[config.mk]
export PLATFORM = sky130hd
export DESIGN_NAME = p_uart_send
export DESIGN_NICKNAME = d
export VERILOG_FILES = /design/src/rtl/p_uart_send_pkg.sv /design/src/rtl/p_uart_send_uart_send.sv /design/src/rtl/p_uart_send.sv
export SDC_FILE = /design/constraint.sdc
export NUM_CORES = 1
export LEC_CHECK = 0
export ABC_AREA = 1
export BUFFER_PORTS_ARGS = -buffer_cell sky130_fd_sc_hd__buf_4
export CORE_MARGIN = 3
export CORE_UTILIZATION = 50
export CTS_CLUSTER_SIZE = 24
export DETAILED_ROUTE_END_ITERATION = 12
export GPL_ROUTABILITY_DRIVEN = 0
export PLACE_DENSITY = 0.72
export SYNTH_ARGS = -nofsm -noshare
export SYNTH_HDL_FRONTEND = slang
export SYNTH_HIERARCHICAL = 1
export SYNTH_SLANG_ARGS = --single-unit
[constraint.sdc]
create_clock -name sys_clk -period 2.9 [get_ports sys_clk]
set_input_delay 0.435 -clock sys_clk [delete_from_list [all_inputs] [get_ports sys_clk]]
set_output_delay 0.435 -clock sys_clk [all_outputs]
set_load 0.02 [all_outputs]
[src/rtl/p_uart_send_pkg.sv]
// ============================================================================
// Module  : p_uart_send_pkg
// Brief   : Shared constants and FSM encoding for the packet UART transmitter.
// Revision: 1.0 - initial release
// ============================================================================
`default_nettype none

package p_uart_send_pkg;

    localparam int UART_FRAME_BITS = 10;
    localparam int PKT_BYTES       = 16;
    localparam int PKT_WIDTH       = 128;

    typedef enum logic [1:0] {
        ST_IDLE = 2'd0,
        ST_LOAD = 2'd1,
        ST_WAIT = 2'd2,
        ST_DONE = 2'd3
    } tx_state_t;

endpackage

`default_nettype wire

[src/rtl/p_uart_send_uart_send.sv]
// ============================================================================
// Module  : uart_send
// Brief   : 8N1 byte serialiser with a registered TX line; byte_start is
//           ignored while a frame is in progress.
// Revision: 1.0 - initial release
// ============================================================================
`default_nettype none

module uart_send
    import p_uart_send_pkg::*;
#(
    parameter int BPS_CNT = 10
) (
    input  logic       sys_clk,
    input  logic       sys_rst_n,
    input  logic       byte_start,
    input  logic [7:0] byte_data,
    output logic       uart_txd,
    output logic       byte_busy,
    output logic       byte_done
);

    localparam logic [15:0] c_bps_last      = 16'(BPS_CNT - 1);
    localparam logic [3:0]  c_stop_idx      = 4'(UART_FRAME_BITS - 1);
    localparam logic [3:0]  c_last_data_idx = 4'(UART_FRAME_BITS - 2);

    logic [15:0] r_baud_cnt;
    logic [3:0]  r_bit_idx;
    logic [7:0]  r_data;
    logic        r_txd;
    logic        r_busy;
    logic        w_bit_end;

    assign w_bit_end = r_busy && (r_baud_cnt == c_bps_last);

    // Frame index 0 is the start bit, 1..8 the data bits, 9 the stop bit.
    always_ff @(posedge sys_clk or negedge sys_rst_n) begin
        if (!sys_rst_n) begin
            r_baud_cnt <= 16'd0;
            r_bit_idx  <= 4'd0;
            r_data     <= 8'd0;
            r_txd      <= 1'b1;
            r_busy     <= 1'b0;
        end else if (!r_busy) begin
            if (byte_start) begin
                r_busy     <= 1'b1;
                r_data     <= byte_data;
                r_txd      <= 1'b0;
                r_baud_cnt <= 16'd0;
                r_bit_idx  <= 4'd0;
            end
        end else if (w_bit_end) begin
            r_baud_cnt <= 16'd0;
            if (r_bit_idx == c_stop_idx) begin
                r_busy <= 1'b0;
                r_txd  <= 1'b1;
            end else begin
                r_bit_idx <= r_bit_idx + 4'd1;
                r_txd     <= (r_bit_idx == c_last_data_idx) ? 1'b1 : r_data[r_bit_idx[2:0]];
            end
        end else begin
            r_baud_cnt <= r_baud_cnt + 16'd1;
        end
    end

    assign uart_txd  = r_txd;
    assign byte_busy = r_busy;
    assign byte_done = w_bit_end && (r_bit_idx == c_stop_idx);

endmodule

`default_nettype wire

[src/rtl/p_uart_send.sv]
// ============================================================================
// Module  : p_uart_send
// Brief   : Sends a 128-bit packet as 16 UART bytes, least significant first.
// Revision: 1.0 - initial release
// ============================================================================
`default_nettype none

module p_uart_send
    import p_uart_send_pkg::*;
#(
    parameter int CLK_FREQ = 50000000,
    parameter int UART_BPS = 9600
) (
    input  logic                 sys_clk,
    input  logic                 sys_rst_n,
    input  logic                 send_en,
    input  logic [PKT_WIDTH-1:0] send_data,
    output logic                 uart_txd,
    output logic                 tx_busy,
    output logic [4:0]           tx_cnt,
    output logic                 send_done
);

    localparam int         BPS_CNT     = CLK_FREQ / UART_BPS;
    localparam logic [4:0] c_last_byte = 5'(PKT_BYTES - 1);

    logic                 r_en_d0;
    logic                 r_en_d1;
    logic                 w_start_flag;
    tx_state_t            r_state;
    logic [PKT_WIDTH-1:0] r_shadow;
    logic [4:0]           r_tx_cnt;
    logic                 r_tx_busy;
    logic                 r_send_done;
    logic                 w_byte_start;
    logic [7:0]           w_byte_data;
    logic                 w_byte_busy;
    logic                 w_byte_done;

    always_ff @(posedge sys_clk or negedge sys_rst_n) begin
        if (!sys_rst_n) begin
            r_en_d0 <= 1'b0;
            r_en_d1 <= 1'b0;
        end else begin
            r_en_d0 <= send_en;
            r_en_d1 <= r_en_d0;
        end
    end

    // Only a rising edge counts, so a held request produces a single packet.
    assign w_start_flag = r_en_d0 & ~r_en_d1;

    always_ff @(posedge sys_clk or negedge sys_rst_n) begin
        if (!sys_rst_n) begin
            r_state     <= ST_IDLE;
            r_shadow    <= '0;
            r_tx_cnt    <= 5'd0;
            r_tx_busy   <= 1'b0;
            r_send_done <= 1'b0;
        end else begin
            case (r_state)
                ST_IDLE: begin
                    if (w_start_flag) begin
                        r_shadow  <= send_data;
                        r_tx_cnt  <= 5'd0;
                        r_tx_busy <= 1'b1;
                        r_state   <= ST_LOAD;
                    end
                end
                ST_LOAD: begin
                    r_state <= ST_WAIT;
                end
                ST_WAIT: begin
                    if (w_byte_done) begin
                        r_tx_cnt <= r_tx_cnt + 5'd1;
                        if (r_tx_cnt == c_last_byte) begin
                            r_send_done <= 1'b1;
                            r_state     <= ST_DONE;
                        end else begin
                            r_state <= ST_LOAD;
                        end
                    end
                end
                ST_DONE: begin
                    r_send_done <= 1'b0;
                    r_tx_busy   <= 1'b0;
                    r_state     <= ST_IDLE;
                end
                default: begin
                    r_state <= ST_IDLE;
                end
            endcase
        end
    end

    assign w_byte_start = (r_state == ST_LOAD) && !w_byte_busy;
    assign w_byte_data  = r_shadow[{r_tx_cnt[3:0], 3'b000} +: 8];

    uart_send #(
        .BPS_CNT (BPS_CNT)
    ) u_uart_send (
        .sys_clk    (sys_clk),
        .sys_rst_n  (sys_rst_n),
        .byte_start (w_byte_start),
        .byte_data  (w_byte_data),
        .uart_txd   (uart_txd),
        .byte_busy  (w_byte_busy),
        .byte_done  (w_byte_done)
    );

    assign tx_busy   = r_tx_busy;
    assign tx_cnt    = r_tx_cnt;
    assign send_done = r_send_done;

endmodule

`default_nettype wire

==> impl_metrics.yaml <==
worst_setup_path:
  end_kind: "output pin"
  crit_buf_inv: 2
  max_stage_delay_ns: 0.53
  critPathMaxFanout: 35
  cp-start-kind: "flip-flop"
  crit_family: "buffers and inverters"
  crit_type: "reg2out"
  cp_cell_sequence: "buf_4, buf_4"
  cp_slowest_cell: "dfrtp_1"
  crit_top_cell: "buf_4"
  crit_arrival_ns: 1.68
  worstPathRequired_ns: 2.47
floorplanning:
  die_x_um: 136
  io_pins: 139
  coreArea_mm2: 0.0162
  die_area_mm2: 0.0184
  dieHeight_um: 136
  initial_core_util: 0.520
  fp-row-count: 46
clock_network:
  cts_resized: 0
  cts_tree: "done"
  cts_sinks: 169
  worstSkewPairLatency_ns: 0.43
  clockBufferDepth: 2
  clk_pin_slew_ns: 0.06
  post_cts_buffers: 0
  cts_buffers: 17
  h-tree-depth: 4
  cts-root-buf: "clkbuf_16"
  cts_hold_buf: 0
drt:
  num_vias: 7286
  drt_iter0_markers: 547
  firstDrtPassIters: 5
  drt-total-wl_um: 21300
  drc_errors: 0
  avgViaCountPerCell: 5.01
  ant_nets: 0
  wire_per_inst_um: 14.6
timing:
  skew_ns: 0.00850
  max_freq_mhz: 474
  rsz0062_at_grt: "false"
  worst_pin_slew_ns: 0.813
  hold_ws_ns: 0.0189
  slew_headroom: 0.458
  post-route-period-util: 0.728
  fin_crit_ns: 2.11
  hold_viol: 0
  setup_violations: 0
  maxSlewViolCount: 0
  setup_tns_ns: 0
cells_and_area:
  antenna_cells: 0
  layout_commonest_cell: "nand2_1"
  drive_above_1_share: 0.165
  utilization: 0.630
  finalNetCount: 1363
  final_cell_mix: "nand2_1, dfrtp_1, nor2_1"
  area_growth_pct: 21.2
global_route:
  antenna_found_initial: 0
  track_usage: 0.238
  grt_pass1_wl_um: 34400
  grt_pass1_vias: 6940
  overflow: 0
  grt_max_degree: 92
synthesis:
  synth_fp_nets: 1248
  synth_cell_types: 33
  seq_area_frac_synth: 0.503
  yosysWarnings: 6
  avgSynthCellArea_um2: 7.56
  ys_ff_latch: 169
  netlist_area_mm2: 0.00840
  synthCells: 1111
power_and_ir_drop:
  clockPowerShare: 0.256
  sequentialPowerShare: 0.410
  power.switching_w: 0.00326
  p_int_w: 0.00590
  pwr_density_cell_mw_per_mm2: 899
  p_comb_frac: 0.333
  switching_share: 0.356
  peakVddDrop_mv: 0.500
  leakage_nw: 5.32
status:
  status: "completed"
placed_design:
  portBuffers: 138
  hpwlAfterDp_um: 14500
hold_path:
  hold_class: "in2async"
run:
  cap_violations: 0
final timing paths:
path                                   endpoint       start  cells past startpoint  slack (ns)
setup / recovery                      tx_cnt[1]   tx_cnt[1]                      2        0.79
hold / removal                     r_shadow[98]   sys_rst_n                      1        0.02
setup reg to reg                   r_shadow[84]  r_state[0]                      5        0.96
hold reg to reg                         r_en_d1     r_en_d0                      0        0.38
max in group asynchronous  u_uart_send/uart_txd   sys_rst_n                      2        2.11
min in group sys_clk                    r_en_d0     send_en                      1        0.14
per-stage QoR:
stage | cell area, um^2 | std cells | setup WS [ns] | total power, W
after floorplan | 8400 | 1111 | 1.27 | 0.00596
after global placement | 9580 | 1423 | 0.971 | 0.00671
after detailed placement | 9580 | 1423 | 0.958 | 0.00681
after CTS | 10200 | 1455 | 0.767 | 0.00920
after global routing | 10200 | 1455 | 0.681 | 0.00985
final | 10200 | 1455 | 0.788 | 0.00915
Yosys cell counts:
library cell    n  area share
ha_1            6      0.0089
xnor2_1         1      0.0010
buf_4          11      0.0098
a32o_1          1      0.0012
o211ai_1        1     0.00089
nor2_1        163       0.073
o21bai_1        2      0.0018
inv_2           4      0.0018
clkbuf_1        7      0.0031
mux2_1          3      0.0040
xor2_1          5      0.0052
nor3_2          1      0.0012
buf_2          29       0.017
nand3_2         2      0.0024
o21ai_1         4      0.0024
o21ai_0        11      0.0066
dfstp_2         1      0.0031
or2_2           1     0.00074
dfrtp_1       168        0.50
inv_1         154       0.069
nor2_2          5      0.0037
buf_1           5      0.0022
nand3_1       111       0.066
a21oi_1       123       0.073
nand2_1       265        0.12
nor3_1          3      0.0018
nor2_4          2      0.0027
nand2_2         4      0.0030
o22ai_1         4      0.0030
clkinv_1        3      0.0013
a22oi_1         1     0.00089
nand4_1         5      0.0037
mux2_2          5      0.0067
registers in the layout, indices dropped and copies added, names as in the netlist:
| register | cells |
|---|---|
| r_shadow | 128 |
| u_uart_send/r_baud_cnt | 16 |
| u_uart_send/r_data | 8 |
| tx_cnt | 5 |
| u_uart_send/r_bit_idx | 4 |
| r_state | 2 |
| r_en_d0 | 1 |
| r_en_d1 | 1 |
| send_done | 1 |
| tx_busy | 1 |
| u_uart_send/byte_busy | 1 |
| u_uart_send/uart_txd | 1 |
per-layer routing:
layer | vias to the layer above | track usage | routed length [um]
met5 | - | 0 | 0
met4 | 0 | 0.0689 | 295
met3 | 19 | 0.0371 | 1080
met2 | 194 | 0.383 | 10100
met1 | 3391 | 0.337 | 9760
li1 | 3682 | - | -
logic make-up after synthesis:
family,synth area share
AND/OR/NAND/NOR,0.276
buffers and inverters,0.104
flip-flops,0.503
AO/OA/AOI/OAI,0.0899
multiplexers,0.0107
XOR/XNOR,0.00625
adder cells (fa/ha/maj),0.00893
power by group through the flow:
stage                     Clock, W  Sequential [W]  Combinational, W
after detailed placement         0         0.00379           0.00302
final                      0.00235         0.00376           0.00305
after global routing       0.00248         0.00386           0.00351
after CTS                  0.00238         0.00376           0.00306
after floorplan                  0         0.00368           0.00228
after global placement           0         0.00375           0.00296
layout make-up:
type                            instances  area, um^2
Fill cell                            1457        5990
Timing Repair Buffer                  148        1160
Multi-Input combinational cell        729        3310
Inverter                              161         604
Sequential cell                       169        4230
Tap cell                              216         270
Clock inverter                         11         144
Clock buffer                           21         460
Note: power is estimated with default switching activity, not from simulation.
